--- src/rtl/wb_arbiter.sv ---
// Two-master Wishbone arbiter: round-robin grant held for a whole bus tenure,
// with a per-tenure ack timeout that reports a one-cycle error to the owner.
module wb_arbiter #(
    parameter int ADDR_WIDTH = 32,
    parameter int DATA_WIDTH = 32,
    parameter int TIMEOUT    = 16
) (
    input  logic                  clk,
    input  logic                  rstn_i,
    input  logic                  m0_cyc_i,
    input  logic                  m0_stb_i,
    input  logic                  m0_we_i,
    input  logic [3:0]            m0_sel_i,
    input  logic [ADDR_WIDTH-1:0] m0_adr_i,
    input  logic [DATA_WIDTH-1:0] m0_dat_i,
    output logic [DATA_WIDTH-1:0] m0_dat_o,
    output logic                  m0_ack_o,
    output logic                  m0_err_o,
    input  logic                  m1_cyc_i,
    input  logic                  m1_stb_i,
    input  logic                  m1_we_i,
    input  logic [3:0]            m1_sel_i,
    input  logic [ADDR_WIDTH-1:0] m1_adr_i,
    input  logic [DATA_WIDTH-1:0] m1_dat_i,
    output logic [DATA_WIDTH-1:0] m1_dat_o,
    output logic                  m1_ack_o,
    output logic                  m1_err_o,
    output logic                  s_cyc_o,
    output logic                  s_stb_o,
    output logic                  s_we_o,
    output logic [3:0]            s_sel_o,
    output logic [ADDR_WIDTH-1:0] s_adr_o,
    output logic [DATA_WIDTH-1:0] s_dat_o,
    input  logic [DATA_WIDTH-1:0] s_dat_i,
    input  logic                  s_ack_i,
    output logic [1:0]            grant_o
);

    localparam int                CNT_W    = $clog2(TIMEOUT + 1);
    localparam logic [CNT_W-1:0] CNT_LAST = CNT_W'(TIMEOUT - 1);

    typedef enum logic [1:0] {
        ST_IDLE = 2'd0,
        ST_OWN  = 2'd1,
        ST_ERR  = 2'd2
    } state_t;

    state_t           state_r, state_s;
    logic             owner_r, owner_s;
    logic             last_grant_r, last_grant_s;
    logic [CNT_W-1:0] cnt_r, cnt_s;

    logic                  own_cyc_s;
    logic                  own_stb_s;
    logic                  own_we_s;
    logic [3:0]            own_sel_s;
    logic [ADDR_WIDTH-1:0] own_adr_s;
    logic [DATA_WIDTH-1:0] own_dat_s;

    // Select the current owner's request signals.
    always_comb begin
        if (owner_r) begin
            own_cyc_s = m1_cyc_i;
            own_stb_s = m1_stb_i;
            own_we_s  = m1_we_i;
            own_sel_s = m1_sel_i;
            own_adr_s = m1_adr_i;
            own_dat_s = m1_dat_i;
        end else begin
            own_cyc_s = m0_cyc_i;
            own_stb_s = m0_stb_i;
            own_we_s  = m0_we_i;
            own_sel_s = m0_sel_i;
            own_adr_s = m0_adr_i;
            own_dat_s = m0_dat_i;
        end
    end

    // Next-state, arbitration and timeout counter logic.
    always_comb begin
        state_s      = state_r;
        owner_s      = owner_r;
        last_grant_s = last_grant_r;
        cnt_s        = cnt_r;
        case (state_r)
            ST_IDLE: begin
                cnt_s = '0;
                if (m0_cyc_i || m1_cyc_i) begin
                    state_s = ST_OWN;
                    if (m0_cyc_i && m1_cyc_i) begin
                        owner_s = ~last_grant_r;
                    end else begin
                        owner_s = m1_cyc_i;
                    end
                end else begin
                    state_s = ST_IDLE;
                end
            end
            ST_OWN: begin
                if (!own_cyc_s) begin
                    state_s      = ST_IDLE;
                    last_grant_s = owner_r;
                    cnt_s        = '0;
                end else if (s_ack_i) begin
                    cnt_s = '0;
                end else if (own_stb_s) begin
                    // An ack in the boundary cycle is handled above, so it wins.
                    if (cnt_r == CNT_LAST) begin
                        state_s = ST_ERR;
                        cnt_s   = '0;
                    end else begin
                        cnt_s = cnt_r + 1'b1;
                    end
                end else begin
                    cnt_s = cnt_r;
                end
            end
            ST_ERR: begin
                cnt_s = '0;
                if (own_cyc_s) begin
                    state_s = ST_OWN;
                end else begin
                    state_s      = ST_IDLE;
                    last_grant_s = owner_r;
                end
            end
            default: begin
                state_s = ST_IDLE;
                cnt_s   = '0;
            end
        endcase
    end

    // State, owner, round-robin history and timeout counter registers.
    always_ff @(posedge clk or negedge rstn_i) begin
        if (!rstn_i) begin
            state_r      <= ST_IDLE;
            owner_r      <= 1'b0;
            last_grant_r <= 1'b1;
            cnt_r        <= '0;
        end else begin
            state_r      <= state_s;
            owner_r      <= owner_s;
            last_grant_r <= last_grant_s;
            cnt_r        <= cnt_s;
        end
    end

    // Bus routing: everything is quiet unless a tenure is in progress.
    always_comb begin
        s_cyc_o  = 1'b0;
        s_stb_o  = 1'b0;
        s_we_o   = 1'b0;
        s_sel_o  = 4'h0;
        s_adr_o  = '0;
        s_dat_o  = '0;
        m0_dat_o = '0;
        m0_ack_o = 1'b0;
        m0_err_o = 1'b0;
        m1_dat_o = '0;
        m1_ack_o = 1'b0;
        m1_err_o = 1'b0;
        grant_o  = 2'b00;
        case (state_r)
            ST_IDLE: begin
                grant_o = 2'b00;
            end
            ST_OWN: begin
                s_cyc_o = own_cyc_s;
                s_stb_o = own_stb_s;
                s_we_o  = own_we_s;
                s_sel_o = own_sel_s;
                s_adr_o = own_adr_s;
                s_dat_o = own_dat_s;
                grant_o = owner_r ? 2'b10 : 2'b01;
                if (owner_r) begin
                    m1_ack_o = s_ack_i;
                    m1_dat_o = s_dat_i;
                end else begin
                    m0_ack_o = s_ack_i;
                    m0_dat_o = s_dat_i;
                end
            end
            ST_ERR: begin
                // Strobe is withdrawn for the error cycle; the slave ack is ignored.
                s_cyc_o = own_cyc_s;
                s_stb_o = 1'b0;
                s_we_o  = own_we_s;
                s_sel_o = own_sel_s;
                s_adr_o = own_adr_s;
                s_dat_o = own_dat_s;
                grant_o = owner_r ? 2'b10 : 2'b01;
                if (owner_r) begin
                    m1_err_o = 1'b1;
                end else begin
                    m0_err_o = 1'b1;
                end
            end
            default: begin
                grant_o = 2'b00;
            end
        endcase
    end

endmodule

--- config.mk ---
export PLATFORM = sky130hd
export DESIGN_NAME = wb_arbiter
export DESIGN_NICKNAME = d
export VERILOG_FILES = /design/src/rtl/wb_arbiter.sv
export SDC_FILE = /design/constraint.sdc
export NUM_CORES = 1
export LEC_CHECK = 0
export ABC_AREA = 1
export CAP_MARGIN = 20
export CORE_AREA = 2 2 122 124
export CTS_CLUSTER_SIZE = 16
export DETAILED_ROUTE_END_ITERATION = 6
export DIE_AREA = 0 0 124 126
export PLACE_DENSITY_LB_ADDON = 0.3
export SYNTH_ARGS = -nofsm -noshare
export SYNTH_HDL_FRONTEND = slang
export SYNTH_SLANG_ARGS = --single-unit
--- constraint.sdc ---
create_clock -name clk -period 1.5 [get_ports clk]
set_input_delay 0.3 -clock clk [delete_from_list [all_inputs] [get_ports clk]]
set_output_delay 0.3 -clock clk [all_outputs]
set_load 0.005 [all_outputs]
== Word-level counts from Yosys, hierarchy flattened ==
Index checks and enable logic that the tools add are counted.
W data, S select, Z words.
Word-level totals
  output and inout bits: 141
  logic and storage cells: 60
  register bits: 9
  input bits: 177
Cells by class
  bitwise gates (word level): 2
  multiplexer cells: 39
  reductions and logical operators: 7
  equality and inequality tests: 7
  add/sub/neg operators: 1
Operator list (number)
  $mux W32: 8
  $mux W5: 5
  $mux W1: 17
  $mux W2: 6
  $ne A3 B3 Y1 const B: 3
  $mux W4: 2
  $pmux W2 S3: 1
  $add A5 B1 Y5 const B: 1
  $eq A5 B4 Y1 const B: 1
  $ne A4 B4 Y1 const B: 1
  $reduce_and A2 Y1: 2
  $reduce_and A3 Y1: 1
  $eq A2 B1 Y1 const B: 1
  $eq A2 B2 Y1 const B: 1
  $logic_not A2 Y1: 1
  $not A1 Y1: 2
  $reduce_or A2 Y1: 1
  $logic_and A1 B1 Y1: 1
  $logic_or A1 B1 Y1: 1

== Longest topological paths before layout ==
  depth after elaboration: 6
  mapped depth: 8
  mapped depth without buffers: 8

== Worst setup path after synthesis ==
No wires, ideal clock.
  path type: register to output
  from: reg state_r[0]
  to: out s_adr_o[25]
  path slack: -0.071 ns
  arrival: 1.271 ns
  path buffers: 1
  required time: 1.200 ns
  cell stages (with the launch flop): 7
  cell sequence: dfrtp_1 inv_1 ha_1 inv_1 nor2_4 buf_2 a22o_1
On the way
  word-level cells in the longest chain between the ends: 3
  elaborated cells on any way between the ends: 4
  classes of those cells: 2 x eq/ne; 1 x mux; 1 x reduce/logical
Ends and longest elaborated chain
  from (decl): RTL line 48  | state_t state_r, state_s;
  from (signal assigned): RTL line 142  | state_r <= state_s;
  $eq A2 B2 Y1 / $eq A2 B1 Y1 (equally long branches): RTL line 164  | case (state_r)
  $reduce_or A2 Y1 (no line) *
  $mux W32 *: RTL line 164
  to (decl): RTL line 32  | output logic [ADDR_WIDTH-1:0] s_adr_o,
Every way passes the cells marked *; elsewhere a longest branch is shown, timed or not.

== Final worst setup path ==
  from: reg state_r[0]
  to: out s_dat_o[3]
On the way
  word-level cells in the longest chain between the ends: 3
  elaborated cells on any way between the ends: 4
  classes of those cells: 2 x eq/ne; 1 x mux; 1 x reduce/logical
Ends and longest elaborated chain
  $eq A2 B2 Y1 / $eq A2 B1 Y1 (equally long branches): RTL line 164
  $reduce_or A2 Y1 (no line) *
  $mux W32 *: RTL line 164
  to (decl): RTL line 33  | output logic [DATA_WIDTH-1:0] s_dat_o,
Marks and branches as above.

==> reports/qor.csv <==
metric;value;unit
outcome;finished with violations;
failing checks;negative setup slack;
clk_lat worst skew;240;ps
top cells by area, synth;a22o_1 (34%), nor2_1 (17%), dfrtp_1 (11%);
crit path time final;2150;ps
vias in the first global route;3638;
Inserted Diodes;0;
Commonest cells post-synth;nor2_1 (79), a22o_1 (69), inv_1 (48), nand2_1 (33), buf_2 (13);
Worst Setup End Kind;primary output;
register area share after synthesis;12.8;%
Clock Skews;2.05;ps
Post-synth EDFFs;0;
WS Path Type;reg2out;
flip-flop and latch count after synthesis;9;
Syn Area/Cell;6.13;um^2
DRT antenna net count;0;
post-synth top area share;34.2;%
First-pass DRT Iterations;4;
TritonCTS clock tree;done;
die area;0.0156;mm^2
layout cells sized above 1;49.9;%
top-count cell post-synth;nor2_1;
Core Footprint;0.0143;mm^2
Clock Tree Root;clkbuf_16;
largest fanout on the critical path;6;
post-DR wirelength/cell;20.1;um
Die Ht;126;um
pin count of the biggest net entering global routing;24;
min-delay worst type;in2async;
worst slack, placed;-698;ps
placed cell areas;0.00535;mm^2
Critical Path AT;1850;ps
FFs w/ async S/R, synth;100;%
Tot GR Track Use;20.2;%
drt initial violations;135;
detailed-route via count;3709;
Overall Power;10000;uW
Post-synth top flop;dfrtp_1;
fmax;464;MHz
period utilization;144;%
Post-Syn Area;0.00177;mm^2
Remaining DRCs;0;
Nets;860;
slew at the pin closest to its max-slew limit;454;ps
most used cell, CP;buf_6;
slowest stage delay, CP;390;ps
GP Congestion;0.986;
number of distinct library cells after synthesis;22;
synth warn;0;
GR Overflow Total;0;
Crit-path slowest cell;dfrtp_1;
first-pass GRT wire length;23.2;mm
Initial Util;12.3;%
maxcap violations;0;
Finish-stage setup viols;144;
DIE WIDTH;124;um
DP HPWL;12.6;mm
drt via density;4.31;
H-tree depth;1;
Fillers;1365;
Worst-path clk slew;40;ps
TritonCTS Buffers;3;
Final Max Tran Viols;0;
Placement Rows;44;
design area;0.00645;mm^2
Slew headroom;69.6;%
Critical Path RT;1200;ps
Peak VDD IR;587;uV
unrepaired setup endpoints after global routing;yes;
Layout Area Growth over Synthesis;265;%
Cell Chain, Critical Path;inv_2 > ha_4 > inv_4 > nor2_4 > buf_12 > buf_6 > buf_16 > buf_6 > a22o_4 > buf_6;
Startpoint Class;flop;
clock sink count;9;
Post-CTS Hold Buffers;0;
P_leak;0.00314;uW
antenna violations before repair;0;
Final Hold Vio Count;0;
cell accounting for the most synthesized area;a22o_1;
Mapped Nets;470;
Bufs on Longest Clock Path;2;
io pins;318;
# port buffers;317;
Final WS setup;-653;ps
Cell Pwr Density;1550;mW/mm^2
Synth Instances;288;
Routed WL;17.3;mm
[layer usage]
layer	track usage, %	part of all wire [%]	vias to the layer above	routed length (um)
li1	-	-	1752	-
met1	27.4	43	1774	7500
met2	32.8	47	158	8030
met3	4.80	8.1	25	1400
met4	3.83	1.9	0	331
met5	0	0	-	0
[final cells by class]
cell class / instances / area, um^2 / area share, %
timing repair buffer: 406 / 3850 / 59.7
clock buffer: 4 / 78.8 / 1.22
sequential: 9 / 228 / 3.53
inverter: 50 / 199 / 3.09
multi-input combinational: 208 / 1860 / 28.9
tap: 184 / 230 / 3.57
[where the power goes]
part | total, uW | internal (uW) | leakage [uW] | switching, uW
clock network | 479 | 356 | 0.0000382 | 124
registers | 347 | 306 | 0.000117 | 40.6
logic | 9180 | 5290 | 0.00298 | 3890
[through the flow]
stage	hold slack, ps	util, %	std cells	setup TNS, ps
3_5_place_dp	504	37.4	798	-72910
3_3_place_gp	491	37.4	798	-69680
2_1_floorplan	4.41	-	288	-13.9
4_1_cts	391	41.3	846	-62930
6_report	381	45.0	861	-63330
5_1_grt	405	45.0	861	-71440
[cells by family (layout without fill, tap and decap cells)]
logic type      Yosys count  in the layout  synth area share (%)
compound gates           77             77                  36.6
fa+ha+maj                 5              5                  3.54
buf+inv                  71            460                  17.9
flops                     9              9                  12.8
simple gates            126            126                  29.1
[registers in the layout (all words and copies together) (netlist names)]
register and cells:
cnt_r 5, last_grant_r 1, owner_r 1, state_r 2
[worst max-delay path, delay by kind of cell, from the launching register on]
kind,cells,cell delay (ps)
and+or+nand+nor,1,40
buffers and inverters,7,750
DFF,1,390
adders and majority gates,1,210
AOI/OAI and AO/OA,1,230
[final timing paths]
kind                              startpoint      endpoint  slack (ps)  cells after the start
worst max-delay path              state_r[0]    s_dat_o[3]        -650                     10
worst min-delay path                  rstn_i      cnt_r[2]         380                      1
worst max register to register       owner_r    state_r[0]         -10                     11
worst min register to register  last_grant_r  last_grant_r         530                      2
max in group asynchronous             rstn_i  last_grant_r         780                      1
min in group clk                last_grant_r  last_grant_r         530                      2
[cells in the final DEF, fill, tap and decap left out, types with 3 or more instances in the layout]
master | Yosys | layout
a22o_1 | 69 | 57
a22o_4 | 0 | 12
buf_12 | 0 | 9
buf_16 | 0 | 11
buf_2 | 13 | 118
buf_4 | 7 | 24
buf_6 | 1 | 52
buf_8 | 0 | 9
clkbuf_16 | 0 | 4
clkbuf_2 | 0 | 3
clkdlybuf4s50_1 | 0 | 176
dfrtp_1 | 8 | 7
ha_4 | 0 | 3
inv_1 | 48 | 43
inv_2 | 2 | 3
inv_4 | 0 | 3
nand2_1 | 33 | 24
nand2_2 | 2 | 6
nand2_4 | 1 | 5
nand3_1 | 5 | 4
nor2_1 | 79 | 16
nor2_2 | 1 | 13
nor2_4 | 1 | 52
[what timing repair did]
action                                  in CTS  in global routing
cloned                                      13                  1
endpoints found under the setup margin     142                147
resized for setup                          608                199
pin swaps                                   63                 31
buffers inserted                            34                 18
Power figures use the tool's default switching activity.
